<file path="src/rtl/decode_buffer.sv">
// decode_buffer: in-order FIFO of decoded instruction fields + PC between decoder and dispatch; flush drops all entries.
// Latency: 1 cycle write-to-read; 0 cycles into an empty buffer when DECODE_BUFFER_BYPASS_EN is defined.
// Backpressure: in_ready = (count != DEPTH) from registered state only, so a full buffer refuses a push even while popping.
module decode_buffer #(
  parameter int DEPTH = 4,
  parameter int PC_W  = 32
) (
  input  logic                     clk,
  input  logic                     rst,
  input  logic                     flush,
  input  logic                     in_valid,
  output logic                     in_ready,
  input  logic [PC_W-1:0]          in_pc,
  input  logic [11:0]              in_opcode,
  input  logic [4:0]               in_rs,
  input  logic [4:0]               in_rt,
  input  logic [4:0]               in_rd,
  input  logic [4:0]               in_shamt,
  input  logic [15:0]              in_immediate,
  input  logic [25:0]              in_address,
  output logic                     out_valid,
  input  logic                     out_ready,
  output logic [PC_W-1:0]          out_pc,
  output logic [11:0]              out_opcode,
  output logic [4:0]               out_rs,
  output logic [4:0]               out_rt,
  output logic [4:0]               out_rd,
  output logic [4:0]               out_shamt,
  output logic [15:0]              out_immediate,
  output logic [25:0]              out_address,
  output logic [$clog2(DEPTH):0]   count
);
  localparam int          AW   = $clog2(DEPTH);
  localparam logic [AW:0] FULL = (AW+1)'(DEPTH);

  typedef struct packed {
    logic [PC_W-1:0] pc;
    logic [11:0]     opcode;
    logic [4:0]      rs;
    logic [4:0]      rt;
    logic [4:0]      rd;
    logic [4:0]      shamt;
    logic [15:0]     immediate;
    logic [25:0]     address;
  } entry_t;

  entry_t        mem [DEPTH];
  entry_t        in_ent;
  entry_t        out_ent;
  logic [AW-1:0] head;
  logic [AW-1:0] tail;
  logic          byp;
  logic          push;
  logic          pop;
  logic          wr_en;
  logic          rd_en;

  assign in_ent = {in_pc, in_opcode, in_rs, in_rt, in_rd, in_shamt, in_immediate, in_address};

`ifdef DECODE_BUFFER_BYPASS_EN
  assign byp = rst && !flush && (count == '0) && in_valid;
`else
  assign byp = 1'b0;
`endif

  assign in_ready  = (count != FULL);
  assign out_valid = (count != '0) || byp;
  assign push      = in_valid && in_ready && rst && !flush;
  assign pop       = out_valid && out_ready && rst && !flush;
  // A bypassed instruction that is consumed immediately never touches storage.
  assign wr_en     = push && !(byp && out_ready);
  assign rd_en     = pop && !byp;

  always_comb begin
    out_ent = '0;
    if (byp)
      out_ent = in_ent;
    else if (out_valid)
      out_ent = mem[head];
  end

  assign {out_pc, out_opcode, out_rs, out_rt, out_rd, out_shamt, out_immediate, out_address} = out_ent;

  always_ff @(posedge clk) begin
    if (!rst || flush) begin
      head  <= '0;
      tail  <= '0;
      count <= '0;
    end else begin
      if (wr_en)
        tail <= tail + 1'b1;
      if (rd_en)
        head <= head + 1'b1;
      case ({wr_en, rd_en})
        2'b10:   count <= count + 1'b1;
        2'b01:   count <= count - 1'b1;
        default: ;
      endcase
    end
  end

  // Storage is deliberately left uncleared; pointers and count alone define validity.
  always_ff @(posedge clk) begin
    if (wr_en)
      mem[tail] <= in_ent;
  end
endmodule

</file>
<file path="config.mk">
export PLATFORM = sky130hd
export DESIGN_NAME = decode_buffer
export DESIGN_NICKNAME = d
export VERILOG_FILES = /design/src/rtl/decode_buffer.sv
export SDC_FILE = /design/constraint.sdc
export NUM_CORES = 1
export LEC_CHECK = 0
export CAP_MARGIN = 10
export CORE_UTILIZATION = 49
export DETAILED_ROUTE_END_ITERATION = 6
export PLACE_DENSITY = 0.8
export SLEW_MARGIN = 20
export SYNTH_ARGS = -nofsm -noshare
export SYNTH_HDL_FRONTEND = slang
export SYNTH_SLANG_ARGS = --single-unit
</file>
<file path="constraint.sdc">
create_clock -name clk -period 8.5 [get_ports clk]
set_clock_uncertainty 0.05 [all_clocks]
set_input_delay 0.85 -clock clk [delete_from_list [all_inputs] [get_ports clk]]
set_output_delay 0.85 -clock clk [all_outputs]
set_load 0.1 [all_outputs]
</file>
==> impl_metrics.env, run 1 <==
export IMPL_status="finished clean"
export IMPL_antenna_found_initial=3
export IMPL_seqPwrFrac=0.538
export IMPL_vias=7832
export IMPL_crit_required_ns=7.60
export IMPL_synth_area_um2=16500
export IMPL_cp_start_kind="register"
export IMPL_ys_types=22
export IMPL_routed_wl_um=31500
export IMPL_rsz0062_at_grt="no"
export IMPL_power_switching_mw=0.878
export IMPL_slew_viol_final=0
export IMPL_period_share=0.565
export IMPL_grt_pass1_wl_um=47600
export IMPL_fin_tns_setup_ns=0
export IMPL_grt_pass1_vias=8381
export IMPL_dpl_hpwl_um=18200
export IMPL_clk_latency_ns=0.53
export IMPL_r2r_start="count[0]"
export IMPL_viasPerCell=5.44
export IMPL_cts_buffers=44
export IMPL_power_density_nw_per_um2=215
export IMPL_max_cap_viol_count=0
export IMPL_initialDrtViolationCount=512
export IMPL_core_area_um2=32800
export IMPL_stdcell_count=1440
export IMPL_fmax_mhz=208
export IMPL_route_detailed_drc=0
export IMPL_cp_data_arrival_time_ns=3.91
export IMPL_cts_resized_gates=0
export IMPL_worst_slew_pin_slew_ns=1.08
export IMPL_grtUsageTotal=0.187
export IMPL_grt_start_max_net_pins=108
export IMPL_hold_path_startpoint="tail[0]"
export IMPL_cts_path_max_buffers=3
export IMPL_ys_ff_latch=433
export IMPL_initial_utilization=0.503
export IMPL_io_pins=222
export IMPL_overflow=0
export IMPL_path_class="register to output pin"
export IMPL_cts_clk_slew_worst_paths_ns=0.06
export IMPL_swShare=0.199
export IMPL_slew_headroom=0.278
export IMPL_antenna_left=0
export IMPL_area_growth_pct=24.4
export IMPL_layout_nets=1083
export IMPL_finalHoldViolations=0
export IMPL_setup_viol=0
export IMPL_htreeDepth=2
export IMPL_syn_num_nets=844
export IMPL_worst_setup_path_end_kind="output pin"
export IMPL_die_h_um=185
export IMPL_clock_sinks=433
export IMPL_cts_tree="built"
export IMPL_port_buffers=221
export IMPL_period_needed_ns=4.81
export IMPL_peakVddDrop_mv=0.165
export IMPL_critPathMaxFanout=55
export IMPL_cts_root_buf="clkbuf_16"
export IMPL_cts_setup_buffers=0
export IMPL_die_w_um=185
export IMPL_drive_gt1_frac=0.179
export IMPL_power_leakage_nw=6.39
export IMPL_synth_warnings=0
export IMPL_num_rows=66
export IMPL_die_area_um2=34400
export IMPL_pwr_share_comb=0.045
export IMPL_first_pass_iters=5
export IMPL_synthCells=727
export IMPL_hold_class="register to register"
export IMPL_placedCellCount=1361
export IMPL_clkPwrFrac=0.417
export IMPL_postSynthAreaPerCell_um2=22.7
export IMPL_holdBufCountCts=0
export IMPL_internal_power_mw=3.53
export IMPL_gp_congestion=0.722
export IMPL_seq_area_frac_synth=0.784
export IMPL_post_drt_wl_per_cell_um=21.9
## cells by family after synthesis
group / count (synthesis) / share of synthesized area
multiplexers: 106 / 0.145
buffers and inverters: 45 / 0.0152
AO/OA/AOI/OAI: 9 / 0.00311
XOR/XNOR: 4 / 0.00213
adder cells (fa/ha/maj): 6 / 0.00501
flip-flops: 433 / 0.784
AND/OR/NAND/NOR: 124 / 0.0459
## path summary, 6_finish.rpt
path | endpoint | slack [ns] | cells past startpoint
min | tail[0] | 0.48 | 2
max | out_immediate[12] | 3.69 | 4
min reg2reg | tail[0] | 0.48 | 2
max reg2reg | mem[1][45] | 5.34 | 4
## layout make-up
| class | instances | area (µm²) |
|---|---|---|
| diodes | 1 | 2.50 |
| clock buffers | 55 | 1160 |
| clock inverters | 22 | 206 |
| fillers | 2193 | 12300 |
| inverters | 8 | 30.0 |
| multi-input cells | 249 | 3320 |
| flip-flops and latches | 433 | 12900 |
| well taps | 442 | 553 |
| repair buffers | 230 | 2300 |
## worst max-delay path: stages, from the launching register on
cell	delay, ns
dfxtp_4	0.86
buf_4	0.77
mux4_2	0.33
and2_1	0.17
clkdlybuf4s50_1	1.17
## metal layers
metal	wire, µm	global-route usage	vias up
met4	499	0.0466	4
met1	13200	0.252	4075
met3	2430	0.0474	47
li1	-	-	3435
met2	15400	0.306	271
met5	23	0	-
## synth_stat cells (all sizes together)
library cell,number,area (µm²)
or3,2,12.5
o31ai,1,7.51
dfxtp,9,180
nand3,2,10.0
and2,110,688
fa,1,20.0
edfxtp,424,12700
ha,5,62.6
o21ai,3,15.0
nor3b,1,7.51
a21oi,4,20.0
buf,20,156
nand2b,1,6.26
nor2,7,26.3
inv,8,30.0
nor3,1,5.00
xor2,4,35.0
clkbuf,17,63.8
o311ai,1,8.76
mux4,106,2390
## metrics by stage
step	total power [mW]	instance area, µm²	hold slack (ns)	setup WS, ns	util
floorplan	2.52	16500	0.434	3.95	-
global placement	2.61	19100	0.454	3.81	0.583
detailed placement	2.62	19100	0.468	3.84	0.583
CTS	4.45	20500	0.477	3.28	0.624
global route	4.53	20500	0.515	3.51	0.625
finish	4.41	20500	0.480	3.69	0.625
## sequential cells by signal, summed over array words and instances (netlist names), named ones only
register,count
tail,2
mem,424
count,3
head,2
## power by group through the flow
stage          sequential (mW)  clock (mW)  combinational (mW)
6_report                  2.37        1.84               0.200
5_1_grt                   2.37        1.95               0.210
2_1_floorplan             2.42           0              0.0992
3_5_place_dp              2.42           0               0.200
4_1_cts                   2.37        1.88               0.200
3_3_place_gp              2.42           0               0.195
## placed cells by master, fill, tap and decap left out, types with 8 or more instances in the layout
cell type and instances:
clkbuf_16 45, clkbuf_1 10, mux4_2 106, edfxtp_1 424, inv_1 8, clkdlybuf4s50_1 221, and2_1 106, buf_4 8
clkinv_1 11
(Power assumes the default switching activity.)
==> run 2, diff against run 1 <==
- clock period: 8.5 -> 4.6 ns (I/O delays scaled with it)
==> run 2 against run 1 <==
  * Count of clock-buffer cells in the layout fell by 2
  * Routed wire length is essentially flat
  * Worst setup slack worse by 2.9 ns
  * Flip-flop and latch count did not move
  * Global-route usage about the same
  * First-iteration DRC count rose by 23%
  * Non-clock buffer count rose by 10
  * Highest routed layer unchanged
  * Core utilization up 0.15 points
  * Critical path depth is the same
  * Worst hold slack about the same
==> impl_metrics.env, run 2 (synthesis results as in run 1) <==
export IMPL_worst_setup_path_end_kind="output pin"
export IMPL_dr_max_layer_used="met5"
export IMPL_holdBufCountCts=0
export IMPL_cts_clk_slew_worst_paths_ns=0.06
export IMPL_cts_resized_gates=0
export IMPL_cpLargestDelayFamily="buffers and inverters"
export IMPL_antenna_left=0
export IMPL_pwr_share_comb=0.045
export IMPL_grt_pass1_wl_um=47700
export IMPL_die_h_um=185
export IMPL_cp_data_arrival_time_ns=3.30
export IMPL_seqPwrFrac=0.540
export IMPL_rsz0062_at_grt="no"
export IMPL_power_leakage_nw=6.55
export IMPL_overflow=0
export IMPL_routed_wl_um=31500
export IMPL_peakVddDrop_mv=0.271
export IMPL_design_area_um2=20500
export IMPL_status="finished clean"
export IMPL_dr_wl_met3_um=2530
export IMPL_internal_power_mw=6.50
export IMPL_slew_viol_final=0
export IMPL_htreeDepth=2
export IMPL_io_pins=222
export IMPL_area_growth_pct=24.7
export IMPL_cts_setup_buffers=0
export IMPL_detailed_place_area_um2=19200
export IMPL_path_class="register to output pin"
export IMPL_routedLengthMet1_um=13100
export IMPL_crit_chain="buf_4 > mux4_2 > and2_1 > clkdlybuf4s50_1"
export IMPL_cts_root_buf="clkbuf_16"
export IMPL_slew_headroom=0.292
export IMPL_antennaDiodeCount=0
export IMPL_hold_class="register to register"
export IMPL_cp_start_kind="register"
export IMPL_antenna_found_initial=1
export IMPL_post_drt_wl_per_cell_um=21.7
export IMPL_viasPerCell=5.39
export IMPL_swShare=0.199
export IMPL_layout_commonest_cell="edfxtp_1"
export IMPL_cp_buffers_inverters=2
export IMPL_gp_congestion=0.748
export IMPL_critPathMaxFanout=31
export IMPL_layout_nets=1092
export IMPL_clkPwrFrac=0.414
export IMPL_critPathSlowestCell="clkdlybuf4s50_1"
export IMPL_power_switching_mw=1.61
export IMPL_period_share=0.827
export IMPL_top_register="mem"
export IMPL_met2_length_um=15400
export IMPL_setup_slack_ns=0.794
export IMPL_drive_gt1_frac=0.230
export IMPL_fmax_mhz=263
export IMPL_dpl_hpwl_um=19300
export IMPL_max_cap_viol_count=0
export IMPL_setup_viol=0
export IMPL_period_needed_ns=3.81
export IMPL_first_pass_iters=5
export IMPL_core_area_um2=32800
export IMPL_layout_common_cells="edfxtp_1, clkdlybuf4s50_1, mux4_2, and2_1, buf_4"
export IMPL_grt_start_max_net_pins=68
export IMPL_route_detailed_drc=0
export IMPL_port_buffers=221
export IMPL_num_rows=66
export IMPL_clk_latency_ns=0.52
export IMPL_cts_buffers=43
export IMPL_worst_slew_pin_slew_ns=1.06
export IMPL_initial_utilization=0.503
export IMPL_die_area_um2=34400
export IMPL_crit_required_ns=4.09
export IMPL_grtUsageTotal=0.187
export IMPL_cts_path_max_buffers=3
export IMPL_die_w_um=185
export IMPL_critPathMaxStageDelay_ns=0.96
export IMPL_hold_ws_ns=0.480
export IMPL_power_density_nw_per_um2=395
export IMPL_grt_pass1_vias=8232
export IMPL_largest_reg_flops=424
export IMPL_cts_tree="built"
export IMPL_top_regs="mem: 424 flops, count: 3 flops"
export IMPL_clock_sinks=433
export IMPL_finalHoldViolations=0
export IMPL_fin_tns_setup_ns=0
export IMPL_vias=7812
export IMPL_initialDrtViolationCount=630
export IMPL_dp_worst_setup_slack_ns=1.29
## run 2: changes by cell type in the layout (fill, tap and decap cells not counted), sizes merged
cell / change
diode: -1
clkinv: +4
buf: +53
clkbuf: -2
clkdlybuf4s50: -43
inv: -1
## run 2: final cells by class
type	instances	area, µm²
Fill cell	2223	12200
Clock buffer	53	1130
Timing Repair Buffer	240	2360
Tap cell	442	553
Inverter	8	30.0
Sequential cell	433	12900
Clock inverter	25	228
Multi-Input combinational cell	249	3320
## run 2: tightest hold or removal path: stages (launching register included)
cell and delay (ns):
dfxtp_1 0.32, xor2_1 0.06, nor2_1 0.10
## run 2: metal layers
metal | up-vias | global-route usage
li1 | 3457 | -
met1 | 4026 | 0.257
met2 | 278 | 0.301
met3 | 49 | 0.0474
met4 | 2 | 0.0446
met5 | - | 0
## run 2: path summary, 6_finish.rpt
check	from	end	slack [ns]	cells past startpoint
max	register	out_pc[11]	0.79	4
min	head[1]	head[1]	0.48	2
max reg2reg	count[0]	mem[3][30]	2.07	4
min reg2reg	head[1]	head[1]	0.48	2
## run 2: stage by stage
step | std cells | power [mW] | util
6_report | 1450 | 8.11 | 0.627
5_1_grt | 1450 | 8.35 | 0.627
4_1_cts | 1450 | 8.18 | 0.627
3_5_place_dp | 1372 | 4.83 | 0.585
3_3_place_gp | 1372 | 4.82 | 0.585
2_1_floorplan | 727 | 4.65 | -
## run 2: power groups by stage
| stage | Sequential, mW | Clock, mW | Combinational (mW) |
|---|---|---|---|
| 5_1_grt | 4.38 | 3.58 | 0.389 |
| 2_1_floorplan | 4.47 | 0 | 0.183 |
| 6_report | 4.38 | 3.36 | 0.369 |
| 3_5_place_dp | 4.46 | 0 | 0.370 |
| 4_1_cts | 4.38 | 3.43 | 0.371 |
| 3_3_place_gp | 4.46 | 0 | 0.360 |
